<file path="src/rtl/icb_apb_bridge.sv">
// icb_apb_bridge
//   Single-slave ICB to APB3 bridge. Accepts one ICB command at a time and
//   runs it as an APB3 SETUP/ACCESS transfer. Only reads return an ICB
//   response. Write errors are signalled only through bus_err. An
//   ACCESS-phase watchdog aborts transfers whose slave never raises pready.
//
// Parameters
//   ADDR_W       APB address width (paddr = icb_cmd_addr[ADDR_W-1:0])
//   TIMEOUT_CYC  watchdog limit in ACCESS cycles; 0 disables the watchdog
//
// Ports
//   clk, rst_n          clock (rising edge), asynchronous active-low reset
//   icb_cmd_*           ICB command channel (valid/ready, addr, read, wdata, wmask)
//   icb_rsp_*           ICB read response channel (valid/ready, err, rdata)
//   paddr..pstrb        registered APB3 master outputs
//   prdata/pready/pslverr  APB3 slave returns
//   bus_err             one-cycle pulse after any errored or timed-out transfer
module icb_apb_bridge #(
  parameter int ADDR_W      = 16,
  parameter int TIMEOUT_CYC = 255
) (
  input  logic              clk,
  input  logic              rst_n,
  input  logic              icb_cmd_valid,
  output logic              icb_cmd_ready,
  input  logic [31:0]       icb_cmd_addr,
  input  logic              icb_cmd_read,
  input  logic [31:0]       icb_cmd_wdata,
  input  logic [3:0]        icb_cmd_wmask,
  output logic              icb_rsp_valid,
  input  logic              icb_rsp_ready,
  output logic              icb_rsp_err,
  output logic [31:0]       icb_rsp_rdata,
  output logic [ADDR_W-1:0] paddr,
  output logic              psel,
  output logic              penable,
  output logic              pwrite,
  output logic [31:0]       pwdata,
  output logic [3:0]        pstrb,
  input  logic [31:0]       prdata,
  input  logic              pready,
  input  logic              pslverr,
  output logic              bus_err
);

  typedef enum logic [1:0] {
    IDLE   = 2'd0,
    SETUP  = 2'd1,
    ACCESS = 2'd2,
    RSP    = 2'd3
  } state_t;

  localparam logic [15:0] TIMEOUT_LIM = 16'(TIMEOUT_CYC);
  localparam bit          WD_EN       = (TIMEOUT_CYC != 0);

  state_t      state;
  logic [15:0] wd_cnt;

  // Address bits above ADDR_W are intentionally ignored.
  logic addr_unused;
  assign addr_unused = ^icb_cmd_addr;

  always_ff @(posedge clk or negedge rst_n) begin
    if (!rst_n) begin
      state         <= IDLE;
      wd_cnt        <= 16'd0;
      icb_cmd_ready <= 1'b0;
      icb_rsp_valid <= 1'b0;
      icb_rsp_err   <= 1'b0;
      icb_rsp_rdata <= 32'd0;
      paddr         <= '0;
      psel          <= 1'b0;
      penable       <= 1'b0;
      pwrite        <= 1'b0;
      pwdata        <= 32'd0;
      pstrb         <= 4'd0;
      bus_err       <= 1'b0;
    end else begin
      bus_err <= 1'b0;
      case (state)
        IDLE: begin
          // cmd_ready is registered, so it rises one clock after reset
          // releases and drops in the same edge that accepts a command.
          if (icb_cmd_valid && icb_cmd_ready) begin
            icb_cmd_ready <= 1'b0;
            paddr         <= icb_cmd_addr[ADDR_W-1:0];
            pwrite        <= ~icb_cmd_read;
            pwdata        <= icb_cmd_wdata;
            pstrb         <= icb_cmd_read ? 4'b0000 : icb_cmd_wmask;
            psel          <= 1'b1;
            penable       <= 1'b0;
            state         <= SETUP;
          end else begin
            icb_cmd_ready <= 1'b1;
          end
        end

        SETUP: begin
          penable <= 1'b1;
          wd_cnt  <= 16'd0;
          state   <= ACCESS;
        end

        ACCESS: begin
          // pready wins over a watchdog expiry in the same cycle.
          if (pready) begin
            psel    <= 1'b0;
            penable <= 1'b0;
            bus_err <= pslverr;
            if (!pwrite) begin
              icb_rsp_rdata <= prdata;
              icb_rsp_err   <= pslverr;
              icb_rsp_valid <= 1'b1;
              state         <= RSP;
            end else begin
              icb_cmd_ready <= 1'b1;
              state         <= IDLE;
            end
          end else if (WD_EN && (wd_cnt == TIMEOUT_LIM)) begin
            // Abort: reads answer with an error, writes are dropped.
            psel    <= 1'b0;
            penable <= 1'b0;
            bus_err <= 1'b1;
            if (!pwrite) begin
              icb_rsp_rdata <= 32'd0;
              icb_rsp_err   <= 1'b1;
              icb_rsp_valid <= 1'b1;
              state         <= RSP;
            end else begin
              icb_cmd_ready <= 1'b1;
              state         <= IDLE;
            end
          end else begin
            wd_cnt <= wd_cnt + 16'd1;
          end
        end

        RSP: begin
          if (icb_rsp_ready) begin
            icb_rsp_valid <= 1'b0;
            icb_cmd_ready <= 1'b1;
            state         <= IDLE;
          end
        end

        default: state <= IDLE;
      endcase
    end
  end

endmodule
</file>
<file path="config.mk">
export PLATFORM = sky130hd
export DESIGN_NAME = icb_apb_bridge
export DESIGN_NICKNAME = d
export VERILOG_FILES = /design/src/rtl/icb_apb_bridge.sv
export SDC_FILE = /design/constraint.sdc
export NUM_CORES = 1
export LEC_CHECK = 0
export ABC_AREA = 1
export CORE_AREA = 2 2 106 108
export DETAILED_ROUTE_END_ITERATION = 16
export DIE_AREA = 0 0 108 110
export HOLD_SLACK_MARGIN = 0.02
export PLACE_DENSITY_LB_ADDON = 0.05
export SLEW_MARGIN = 20
export SYNTH_ARGS = -nofsm -noshare
export SYNTH_HDL_FRONTEND = slang
export SYNTH_SLANG_ARGS = --single-unit
</file>
<file path="constraint.sdc">
create_clock -name clk -period 4.2 [get_ports clk]
set_input_delay 0.84 -clock clk [delete_from_list [all_inputs] [get_ports clk]]
set_output_delay 0.84 -clock clk [all_outputs]
set_load 0.005 [all_outputs]
</file>
### After elaboration in Yosys (flattened, before gate mapping)

Index checks and enable logic that the tools add are counted.

| word-level totals | value |
|---|---|
| output and inout bits | 91 |
| bits of input ports | 107 |
| word-level logic and storage cells | 80 |
| flip-flop bits (word level) | 109 |

| operators by class | value |
|---|---|
| eq/ne operators | 11 |
| bitwise operators | 1 |
| muxes and demuxes | 38 |
| reductions and logical operators | 16 |
| add/sub/neg operators | 1 |

Operators with widths:

| cell | count |
|---|---|
| $mux W32 | 4 |
| $mux W16 | 2 |
| $pmux W16 S2 | 1 |
| $mux W1 | 20 |
| $reduce_and A3 Y1 | 6 |
| $add A16 B1 Y16 const B | 1 |
| $eq A16 B8 Y1 const B | 1 |
| $ne A2 B2 Y1 const B | 6 |
| $mux W2 | 5 |
| $pmux W2 S4 | 1 |
| $reduce_bool A2 Y1 | 4 |
| $pmux W1 S3 | 2 |
| $reduce_bool A3 Y1 | 2 |
| $eq A2 B2 Y1 const B | 2 |
| $mux W4 | 1 |
| $pmux W1 S2 | 2 |
| $reduce_and A4 Y1 | 1 |
| $ne A3 B3 Y1 const B | 1 |
| $eq A2 B1 Y1 const B | 1 |
| $logic_not A2 Y1 | 1 |
| $reduce_and A2 Y1 | 1 |
| $logic_and A1 B1 Y1 | 1 |
| $not A1 Y1 | 1 |

### Depth between registers and ports, before layout

Gate-level depths: netlist of the first run.

| depth | value |
|---|---|
| word-level depth | 4 |
| depth in mapped cells | 11 |
| mapped depth without buffers | 10 |

### Least setup slack after synthesis of the first run

No wires, ideal clock.

| timing path | value |
|---|---|
| path type | in2reg |
| start point | input pready |
| end point | register wd_cnt[3] |
| arrival time | 1,547 ps |
| buffers on the path | 2 |
| required time | 4,083 ps |
| cell stages on the path | 6 |
| path slack | 2,535 ps |
| setup time | 117 ps |
| path through | clkbuf_2 inv_1 nand3_4 buf_4 nand3_1 nand2_1 |

| between the ends | value |
|---|---|
| longest elaborated chain between the ends | 2 |

RTL lines:

| what | line | source |
|---|---|---|
| start, declared | 41 | `input logic pready,` |
| $ne A2 B2 Y1 (no line) | n/a |  |
| $reduce_and A3 Y1 (no line) | n/a |  |
| end signal, assigned | 134 | `wd_cnt <= wd_cnt + 16'd1;` |
| end, declared | 57 | `logic [15:0] wd_cnt;` |

Every way passes these cells.
A chain may end at the register's enable or synchronous reset.

### Worst setup path in the final report of the first run

| timing path | value |
|---|---|
| start point | input pready |
| end point | register icb_rsp_err |

| between the ends | value |
|---|---|
| longest elaborated chain between the ends | 2 |

RTL lines:

| what | line | source |
|---|---|---|
| $ne A2 B2 Y1 (no line) or $reduce_bool A2 Y1 (tied branches) | n/a |  |
| $reduce_and A4 Y1 (no line) | n/a |  |
| end signal, assigned | 112 | `icb_rsp_err <= pslverr;` |
| end, declared | 32 | `output logic icb_rsp_err,` |

Parallel ways exist; a longest one is shown, timed or not.

==> results of run 1 <==
-- cell usage in the layout, fill, tap and decap left out, types with 2 or more instances in the layout --
cell / netlist / layout
o21ai_0: 12 / 12
o21ai_2: 4 / 4
nand3_1: 55 / 55
clkdlybuf4s50_1: 0 / 180
nor2_1: 37 / 37
clkbuf_8: 0 / 9
inv_8: 0 / 2
buf_4: 1 / 8
nand3_4: 2 / 2
xor2_1: 2 / 2
clkinvlp_4: 0 / 3
nand2_2: 6 / 7
nand4_1: 7 / 7
dfrtp_1: 109 / 109
nand2_4: 3 / 3
inv_1: 24 / 24
or2_2: 3 / 3
nand2_1: 280 / 279
-- power groups by stage --
stage               logic [mW]  clock network [mW]  registers [mW]
floorplan                0.704                   0            1.74
global placement          1.78                   0            1.70
detailed placement        1.82                   0            1.71
CTS                       1.82               0.633            1.70
global route              2.00               0.680            1.75
finish                    1.79               0.611            1.70
-- critical path, cell delays in order --
cell	delay, ns
clkdlybuf4s50_1	0.46
buf_4	0.33
inv_1	0.20
nand2_4	0.13
nand3_4	0.33
o21ai_0	0.30
-- layer usage --
layer / wire (µm) / global-route usage [%] / vias up / part of all wire (%)
met1: 5240 / 26.8 / 1985 / 42
met2: 5690 / 33.6 / 141 / 46
met3: 1290 / 10.6 / 18 / 10
met5: 0 / 0 / - / 0
li1: - / - / 2146 / -
met4: 216 / 5.95 / 0 / 1.7
-- metrics by stage --
stage / utilization (%) / setup WS, ns
after floorplan: - / 2.54
after global placement: 62.5 / 1.53
after detailed placement: 62.5 / 1.48
after CTS: 64.2 / 1.91
after global routing: 64.2 / 1.82
final: 64.2 / 1.91
-- state kept, by name, summed over array words and instances, names as in the netlist --
signal,cells
icb_rsp_rdata,32
pwdata,32
paddr,16
wd_cnt,16
pstrb,4
state,2
bus_err,1
icb_cmd_ready,1
icb_rsp_err,1
icb_rsp_valid,1
penable,1
psel,1
pwrite,1
-- cell families after synthesis --
family / Yosys count / synth area share (%)
adder cells (fa/ha/maj): 1 / 0.261
XOR/XNOR: 3 / 0.549
AO/OA/AOI/OAI: 20 / 2.56
buffers and inverters: 50 / 4.96
flip-flops: 109 / 56.9
AND/OR/NAND/NOR: 397 / 34.7
-- layout make-up --
class | count | area (µm²) | share of cell area, %
sequential | 109 | 2730 | 39.7
timing repair buffer | 188 | 1860 | 27.1
multi-input combinational | 421 | 1830 | 26.6
tap | 140 | 175 | 2.55
clock buffer | 9 | 124 | 1.80
inverter | 25 | 93.8 | 1.37
clock inverter | 7 | 58.8 | 0.856
-- how the worst max path moves through the flow --
stage	end	slack [ns]	depth (start not counted)
2_1_floorplan	wd_cnt[3]	2.54	6
3_3_place_gp	icb_rsp_err	1.53	7
3_5_place_dp	icb_rsp_err	1.48	6
4_1_cts	icb_rsp_err	1.91	6
5_1_grt	icb_rsp_rdata[13]	1.82	7
6_report	icb_rsp_err	1.91	6
==> results.py, run 1 <==
metrics = {
    "outcome": {
        "outcome": "finished, final reports clean",
    },
    "grt": {
        "grt_max_degree": 56,
        "antenna_found_initial": 0,
        "grt_pass1_vias": 4170,
        "grt_usage_pct": 21.6,
        "grt.overflow.total": 0,
        "grt_pass1_wl_um": 20000,
    },
    "sta": {
        "finalHoldViolCount": 0,
        "finalMaxSlewViolations": 0,
        "tightest_slew_ns": 0.714,
        "finalSetupTns_ns": 0,
        "relSlewSlack_pct": 52.4,
        "setup_violations": 0,
        "period_needed_ns": 2.29,
        "fmax_mhz": 436,
        "rsz0062_at_grt": "no",
        "timing.final.crit_share_pct": 54.6,
        "fin_skew_ns": 0.0163,
        "hold-worst-slack_ns": 0.477,
    },
    "power": {
        "peakVddDrop_mv": 0.363,
        "power_frac_clock_pct": 14.9,
        "p_seq_share_pct": 41.5,
        "switching_power_mw": 1.43,
        "internal_power_mw": 2.67,
        "pwr-share-comb_pct": 43.7,
        "total_power_mw": 4.10,
        "power.leakage_nw": 3.33,
        "switching_share_pct": 34.9,
        "pwr_density_cell_nw_per_um2": 597,
    },
    "placement": {
        "placed_area_um2": 6690,
        "portBuffers": 181,
        "gp_congestion": 0.863,
        "dp.cells": 883,
        "dpl.hpwl_um": 8820,
    },
    "logic_synthesis": {
        "ys_seq_area_share_pct": 56.9,
        "synth-edff-count": 0,
        "yosys_warnings": 0,
        "netlist_area_um2": 4790,
        "synth_nets": 688,
        "synthTopCellsByCount": "nand2_1, dfrtp_1, nand3_1, nor2_1, inv_1",
        "synth_area_per_cell_um2": 8.26,
        "ys_ff_latch": 109,
        "synthFlopType": "dfrtp_1",
        "yosysTopAreaCell": "dfrtp_1",
        "synthCells": 580,
        "synth_area_leaders": "dfrtp_1, nand2_1, nand3_1",
        "yosysMostFrequentCell": "nand2_1",
        "yosysUniqueCellTypes": 29,
        "async_reset_ff_share_pct": 100,
        "yosys.area.top_type_share_pct": 56.9,
    },
    "die": {
        "dieArea_um2": 11900,
        "core_um2": 10700,
        "start_util_pct": 44.8,
        "die_w_um": 108,
        "num_rows": 38,
        "dieHeight_um": 110,
        "ios": 198,
    },
    "detailed_routing": {
        "drtIter0Drc": 251,
        "drt_wl_total_um": 12400,
        "wire_per_inst_um": 13.8,
        "vias": 4290,
        "ant_nets": 0,
        "firstDrtPassIters": 4,
        "via_per_inst": 4.77,
        "drc_errors": 0,
    },
    "clock_network": {
        "clock_latency_ns": 0.40,
        "path_clk_slew_ns": 0.11,
        "cts-buffers-inserted": 9,
        "tritoncts": "yes",
        "htreeDepth": 3,
        "ctsResizeCount": 0,
        "holdBufCountCts": 0,
        "cts_setup_buffers": 0,
        "cts_root_buf": "clkbuf_8",
        "clock_path_buffers": 2,
        "cts_num_sinks": 109,
    },
    "layout": {
        "final_area_um2": 6870,
        "nets": 862,
        "syn2layout_area_growth_pct": 43.4,
        "antenna_cells": 0,
        "fillers": 948,
        "instances_no_fill": 899,
        "final_layout_size_suffix_gt1_share_pct": 6.06,
    },
    "critical_path": {
        "arrival_ns": 2.60,
        "end_kind": "register",
        "reg2regPathDepth": 9,
        "r2r-end": "icb_rsp_err",
        "path_class": "in -> reg",
        "critical_path_required_ns": 4.51,
        "r2r_slack_ns": 2.20,
        "crit_path_max_fanout": 35,
        "cp-start-kind": "primary input",
        "r2r-start": "wd_cnt[0]",
        "startpoint": "pready",
    },
    "job": {
        "cap_violations": 0,
    },
    "min_path": {
        "min_path_type": "in -> async",
    },
}
(Power assumes the default switching activity.)
==> inputs of run 2 (changes only) <==
- CORE_AREA: 2 2 106 108 -> 2 2 114 116
- DIE_AREA: 0 0 108 110 -> 0 0 116 118
- clock period: 4.2 -> 1.8 ns (I/O delays scaled with it)
==> run 2 against run 1 <==
Against the previous run:
- critical path type is now reg -> out
- flip-flop and latch count did not move
- register-to-register slack got worse by 2.1 ns
- largest cell class unchanged
- highest routed layer unchanged
- sequential power is 130% higher
- first-iteration DRC count is 29% lower
- final cell count up 4.7%
- wire length grew 2.4%
- total power grew to 2.5 times the previous value
- combinational power up 140%
- critical path depth shrank 5
- clock power increased to 3.2 times the previous value
==> results.py, run 2 (synthesis gave the netlist of run 1 again) <==
metrics = {
    "critical_path": {
        "reg2regPathDepth": 10,
        "startpoint": "pwrite",
        "endpoint": "pwrite",
        "path_cells": "clkdlybuf4s50_1",
        "slowest_delay_ns": 0.55,
        "cp-start-kind": "register",
        "crit_path_max_fanout": 4,
        "end_kind": "output port",
        "r2r-end": "wd_cnt[10]",
        "critPathSlowestCell": "clkdlybuf4s50_1",
        "r2r_slack_ns": 0.15,
        "critical_path_required_ns": 1.44,
        "crit_cells": 1,
        "crit_family": "buffers and inverters",
        "path_class": "reg -> out",
        "r2r-start": "wd_cnt[1]",
        "arrival_ns": 1.31,
        "critPathBufInv": 1,
    },
    "layout": {
        "nets": 873,
        "antenna_cells": 0,
        "final_area_um2": 7170,
        "top_regs": "icb_rsp_rdata x32, pwdata x32",
        "final_layout_size_suffix_gt1_share_pct": 7.15,
        "final_common_cell": "nand2_1",
        "fillers": 1205,
        "final_cell_mix": "nand2_1, clkdlybuf4s50_1, dfrtp_1",
        "syn2layout_area_growth_pct": 49.8,
    },
    "clock_network": {
        "clock_latency_ns": 0.35,
        "cts_root_buf": "clkbuf_16",
        "path_clk_slew_ns": 0.07,
        "tritoncts": "yes",
        "cts_setup_buffers": 0,
        "cts-buffers-inserted": 9,
        "htreeDepth": 3,
        "cts_num_sinks": 109,
        "clock_path_buffers": 2,
    },
    "grt": {
        "grt_pass1_vias": 4251,
        "grt_pass1_wl_um": 21100,
        "antenna_found_initial": 0,
        "grt_usage_pct": 19.6,
        "grt.overflow.total": 0,
        "grt_max_degree": 49,
    },
    "sta": {
        "tightest_slew_ns": 0.394,
        "rsz0062_at_grt": "no",
        "finalMaxSlewViolations": 0,
        "timing.final.crit_share_pct": 92.6,
        "finalHoldViolCount": 0,
        "period_needed_ns": 1.67,
        "relSlewSlack_pct": 73.8,
        "fmax_mhz": 600,
        "fin_skew_ns": 0.0122,
        "finalSetupTns_ns": 0,
        "setup_violations": 0,
    },
    "die": {
        "num_rows": 41,
        "ios": 198,
        "dieArea_um2": 13700,
        "dieHeight_um": 118,
        "die_w_um": 116,
        "start_util_pct": 38.6,
        "core_um2": 12400,
    },
    "detailed_routing": {
        "drtIter0Drc": 178,
        "ant_nets": 0,
        "via_per_inst": 4.55,
        "wire_per_inst_um": 13.5,
        "vias": 4281,
        "firstDrtPassIters": 4,
        "drt_wl_total_um": 12700,
        "drc_errors": 0,
    },
    "outcome": {
        "outcome": "finished, final reports clean",
    },
    "placement": {
        "gp_congestion": 0.847,
        "placed_area_um2": 6880,
        "portBuffers": 181,
        "dpl.hpwl_um": 9200,
    },
    "power": {
        "pwr_density_cell_nw_per_um2": 1440,
        "peakVddDrop_mv": 0.647,
        "total_power_mw": 10.3,
        "power.leakage_nw": 3.46,
    },
    "job": {
        "cap_violations": 0,
    },
    "min_path": {
        "min_path_cells": 2,
        "min_path_type": "reg -> reg",
    },
}
## run 2: repair_timing
action / 4_1_cts / 5_1_grt
hold endpoints to repair: 26 / 0
gates resized for setup: 0 / 0
hold buffers: 1 / 0
## run 2: worst min path at each step
stage / startpoint / endpoint / slack [ns]
2_1_floorplan: rst_n / bus_err / 0.06
3_3_place_gp: rst_n / wd_cnt[1] / 0.32
3_5_place_dp: rst_n / wd_cnt[1] / 0.32
4_1_cts: icb_rsp_valid / icb_rsp_valid / 0.48
5_1_grt: icb_rsp_rdata[27] / icb_rsp_rdata[27] / 0.50
6_report: icb_rsp_rdata[30] / icb_rsp_rdata[30] / 0.47
## run 2: metrics by stage
stage / setup WS (ns) / utilization, % / std cells / hold WS [ns]
5_1_grt: 0.0177 / 57.8 / 941 / 0.498
6_report: 0.134 / 57.8 / 941 / 0.473
2_1_floorplan: 0.242 / - / 580 / 0.0644
4_1_cts: 0.111 / 57.8 / 941 / 0.476
3_5_place_dp: 0.0982 / 55.4 / 925 / 0.320
3_3_place_gp: 0.126 / 55.4 / 925 / 0.317
## run 2: final cells by class
| type | instances | area [µm²] | area share [%] |
|---|---|---|---|
| clock buffer | 9 | 225 | 3.14 |
| clock inverter | 6 | 62.6 | 0.872 |
| inverter | 25 | 93.8 | 1.31 |
| multi-input combinational | 421 | 1830 | 25.5 |
| sequential | 109 | 2730 | 38.0 |
| tap | 172 | 215 | 3.00 |
| timing repair buffer | 199 | 2020 | 28.2 |
## run 2: tightest hold or removal path, stage by stage (launching register included)
cell and delay (ns):
dfrtp_1 0.35, nand2_1 0.05, nand2_1 0.04
## run 2: metal layers
| metal | vias to the layer above | global-route usage (%) | share of wire, % |
|---|---|---|---|
| met5 | - | 0 | 0 |
| met4 | 0 | 7.07 | 1.4 |
| met3 | 13 | 7.57 | 9.3 |
| met2 | 125 | 30.9 | 47 |
| met1 | 1969 | 24.3 | 42 |
| li1 | 2174 | - | - |
## run 2: power by group
part           total (mW)  leakage (nW)  switching, mW  internal (mW)
clock network        1.96         0.145          0.893           1.07
logic                4.36          1.93           1.92           2.44
registers            3.98          1.39          0.553           3.42
total                10.3          3.46           3.37           6.93
==> inputs of run 3 (changes only) <==
- PLACE_DENSITY: unset -> 0.76
- PLACE_DENSITY_LB_ADDON: 0.05 -> unset
- SLEW_MARGIN: 20 -> 25
==> run 3 against run 2 <==
Against the previous run:
- non-clock buffer count rose by 2
- maximum frequency down 2.8%
- critical path depth unchanged
- flip-flop and latch count unchanged
- via count up 3.0%
- global-route usage shrank 0.17 points
- first-iteration DRC count increased by 25%
- clock skew down 0.0027 ns
- worst setup slack worse by 0.049 ns
- combinational power hardly changed
- count of clock-buffer cells in the layout up 2
- total power up 1.0%
- critical endpoint unchanged
- largest cell class unchanged
- highest routed layer unchanged
==> results.py, run 3 (synthesis gave the netlist of run 1 again) <==
metrics = {
    "outcome": {
        "outcome": "finished, final reports clean",
    },
    "power": {
        "switching_power_mw": 3.41,
        "internal_power_mw": 6.99,
        "pwr-share-comb_pct": 42.0,
        "power_frac_clock_pct": 19.7,
        "total_power_mw": 10.4,
        "switching_share_pct": 32.8,
        "peakVddDrop_mv": 0.692,
        "pwr_density_cell_nw_per_um2": 1440,
        "power.leakage_nw": 3.48,
        "p_seq_share_pct": 38.3,
    },
    "critical_path": {
        "crit_family": "buffers and inverters",
        "crit_path_max_fanout": 4,
        "critPathBufInv": 1,
        "cp-start-kind": "register",
        "path_cells": "clkdlybuf4s50_1",
        "critical_path_required_ns": 1.44,
        "end_kind": "output port",
        "critPathSlowestCell": "clkdlybuf4s50_1",
        "arrival_ns": 1.35,
        "path_class": "reg -> out",
        "slowest_delay_ns": 0.56,
    },
    "layout": {
        "final_layout_size_suffix_gt1_share_pct": 7.38,
        "final_common_cell": "nand2_1",
        "top_regs": "icb_rsp_rdata x32, pwdata x32",
        "antenna_cells": 0,
        "fillers": 1115,
        "final_cell_mix": "nand2_1, clkdlybuf4s50_1, dfrtp_1",
        "nets": 875,
        "syn2layout_area_growth_pct": 50.4,
    },
    "die": {
        "core_um2": 12400,
        "num_rows": 41,
        "dieHeight_um": 118,
        "ios": 198,
        "dieArea_um2": 13700,
        "die_w_um": 116,
        "start_util_pct": 38.6,
    },
    "sta": {
        "fmax_mhz": 583,
        "timing.final.crit_share_pct": 95.3,
        "period_needed_ns": 1.71,
        "setup_violations": 0,
        "tightest_slew_ns": 0.547,
        "rsz0062_at_grt": "no",
        "finalMaxSlewViolations": 0,
        "fin_skew_ns": 0.00951,
        "finalSetupTns_ns": 0,
        "finalHoldViolCount": 0,
        "relSlewSlack_pct": 63.5,
    },
    "clock_network": {
        "path_clk_slew_ns": 0.07,
        "tritoncts": "yes",
        "cts_num_sinks": 109,
        "clock_latency_ns": 0.35,
        "htreeDepth": 3,
        "cts_root_buf": "clkbuf_16",
        "cts-buffers-inserted": 9,
        "clock_path_buffers": 2,
    },
    "detailed_routing": {
        "firstDrtPassIters": 5,
        "ant_nets": 0,
        "via_per_inst": 4.67,
        "drtIter0Drc": 223,
        "vias": 4411,
        "drt_wl_total_um": 12700,
        "drc_errors": 0,
        "wire_per_inst_um": 13.5,
    },
    "min_path": {
        "min_path_type": "reg -> reg",
    },
    "placement": {
        "gp_congestion": 0.854,
        "dpl.hpwl_um": 9470,
        "portBuffers": 181,
    },
    "grt": {
        "grt_pass1_vias": 4446,
        "grt_max_degree": 43,
        "grt.overflow.total": 0,
        "grt_usage_pct": 19.4,
        "antenna_found_initial": 0,
        "grt_pass1_wl_um": 21300,
    },
    "job": {
        "cap_violations": 0,
    },
}
## run 3: cell types whose count changed in the layout (fill, tap and decap cells not counted)
cell	before	now
clkinv_2	3	0
inv_6	1	2
clkbuf_1	0	1
buf_12	6	5
clkbuf_8	0	1
nand2_8	0	1
nand2_4	3	2
buf_4	12	15
clkinv_4	1	2
## run 3: tightest hold or removal path: cells and delay by family, from the launching register on
family           cells  cell delay [ns]
flip-flops           1             0.34
AND/OR/NAND/NOR      2             0.10
## run 3: routing by layer
layer  part of all wire, %  vias up  wire length [µm]  GRT usage [%]
met1                    42     2068              5290           24.2
li1                      -     2181                 -              -
met4                   1.4        0               175           5.73
met5                     0        -                 0              0
met3                   8.0       11              1020           6.64
met2                    49      151              6250           31.8
## run 3: path summary, 6_finish.rpt
| check | depth (start not counted) | to | startpoint | slack, ns |
|---|---|---|---|---|
| worst max-delay path | 1 | pwrite | pwrite | 0.09 |
| min in group asynchronous | 2 | pwdata[19] | rst_n | 0.51 |
| max in group asynchronous | 3 | pwdata[31] | rst_n | 0.74 |
| worst min register to register | 2 | icb_rsp_rdata[20] | icb_rsp_rdata[20] | 0.47 |
| worst max register to register | 10 | wd_cnt[8] | wd_cnt[0] | 0.18 |
| worst min-delay path | 2 | icb_rsp_rdata[20] | icb_rsp_rdata[20] | 0.47 |
## run 3: final cells by class
cell class	count	area [µm²]	share of cell area (%)
Clock buffer	11	243	3.37
Clock inverter	5	65.1	0.903
Inverter	25	93.8	1.30
Multi-Input combinational cell	421	1840	25.5
Sequential cell	109	2730	37.9
Tap cell	172	215	2.99
Timing Repair Buffer	201	2020	28.1
## run 3: timing repair
| action | 4_1_cts | 5_1_grt |
|---|---|---|
| endpoints found under the hold margin | 30 | 0 |
| setup buffers | 0 | 1 |
| gates resized for setup | 0 | 1 |
| hold buffers | 1 | 0 |
| setup endpoints to repair | 0 | 23 |
## run 3: power groups by stage
stage / Sequential (mW) / Combinational, mW / Clock [mW]
final: 3.98 / 4.37 / 2.05
after detailed placement: 4.02 / 4.39 / 0
after CTS: 3.99 / 4.42 / 2.10
after floorplan: 4.06 / 1.64 / 0
after global routing: 4.11 / 4.85 / 2.21
after global placement: 3.97 / 4.27 / 0
## run 3: stage by stage
| step | hold slack, ns | cell area [µm²] | setup WS [ns] | utilization, % | std cells |
|---|---|---|---|---|---|
| 2_1_floorplan | 0.0644 | 4790 | 0.242 | - | 580 |
| 3_3_place_gp | 0.337 | 6870 | 0.156 | 55.4 | 926 |
| 3_5_place_dp | 0.346 | 6870 | 0.115 | 55.4 | 926 |
| 4_1_cts | 0.475 | 7190 | 0.0726 | 57.9 | 943 |
| 5_1_grt | 0.503 | 7210 | 0.0279 | 58.0 | 944 |
| 6_report | 0.472 | 7210 | 0.0853 | 58.0 | 944 |
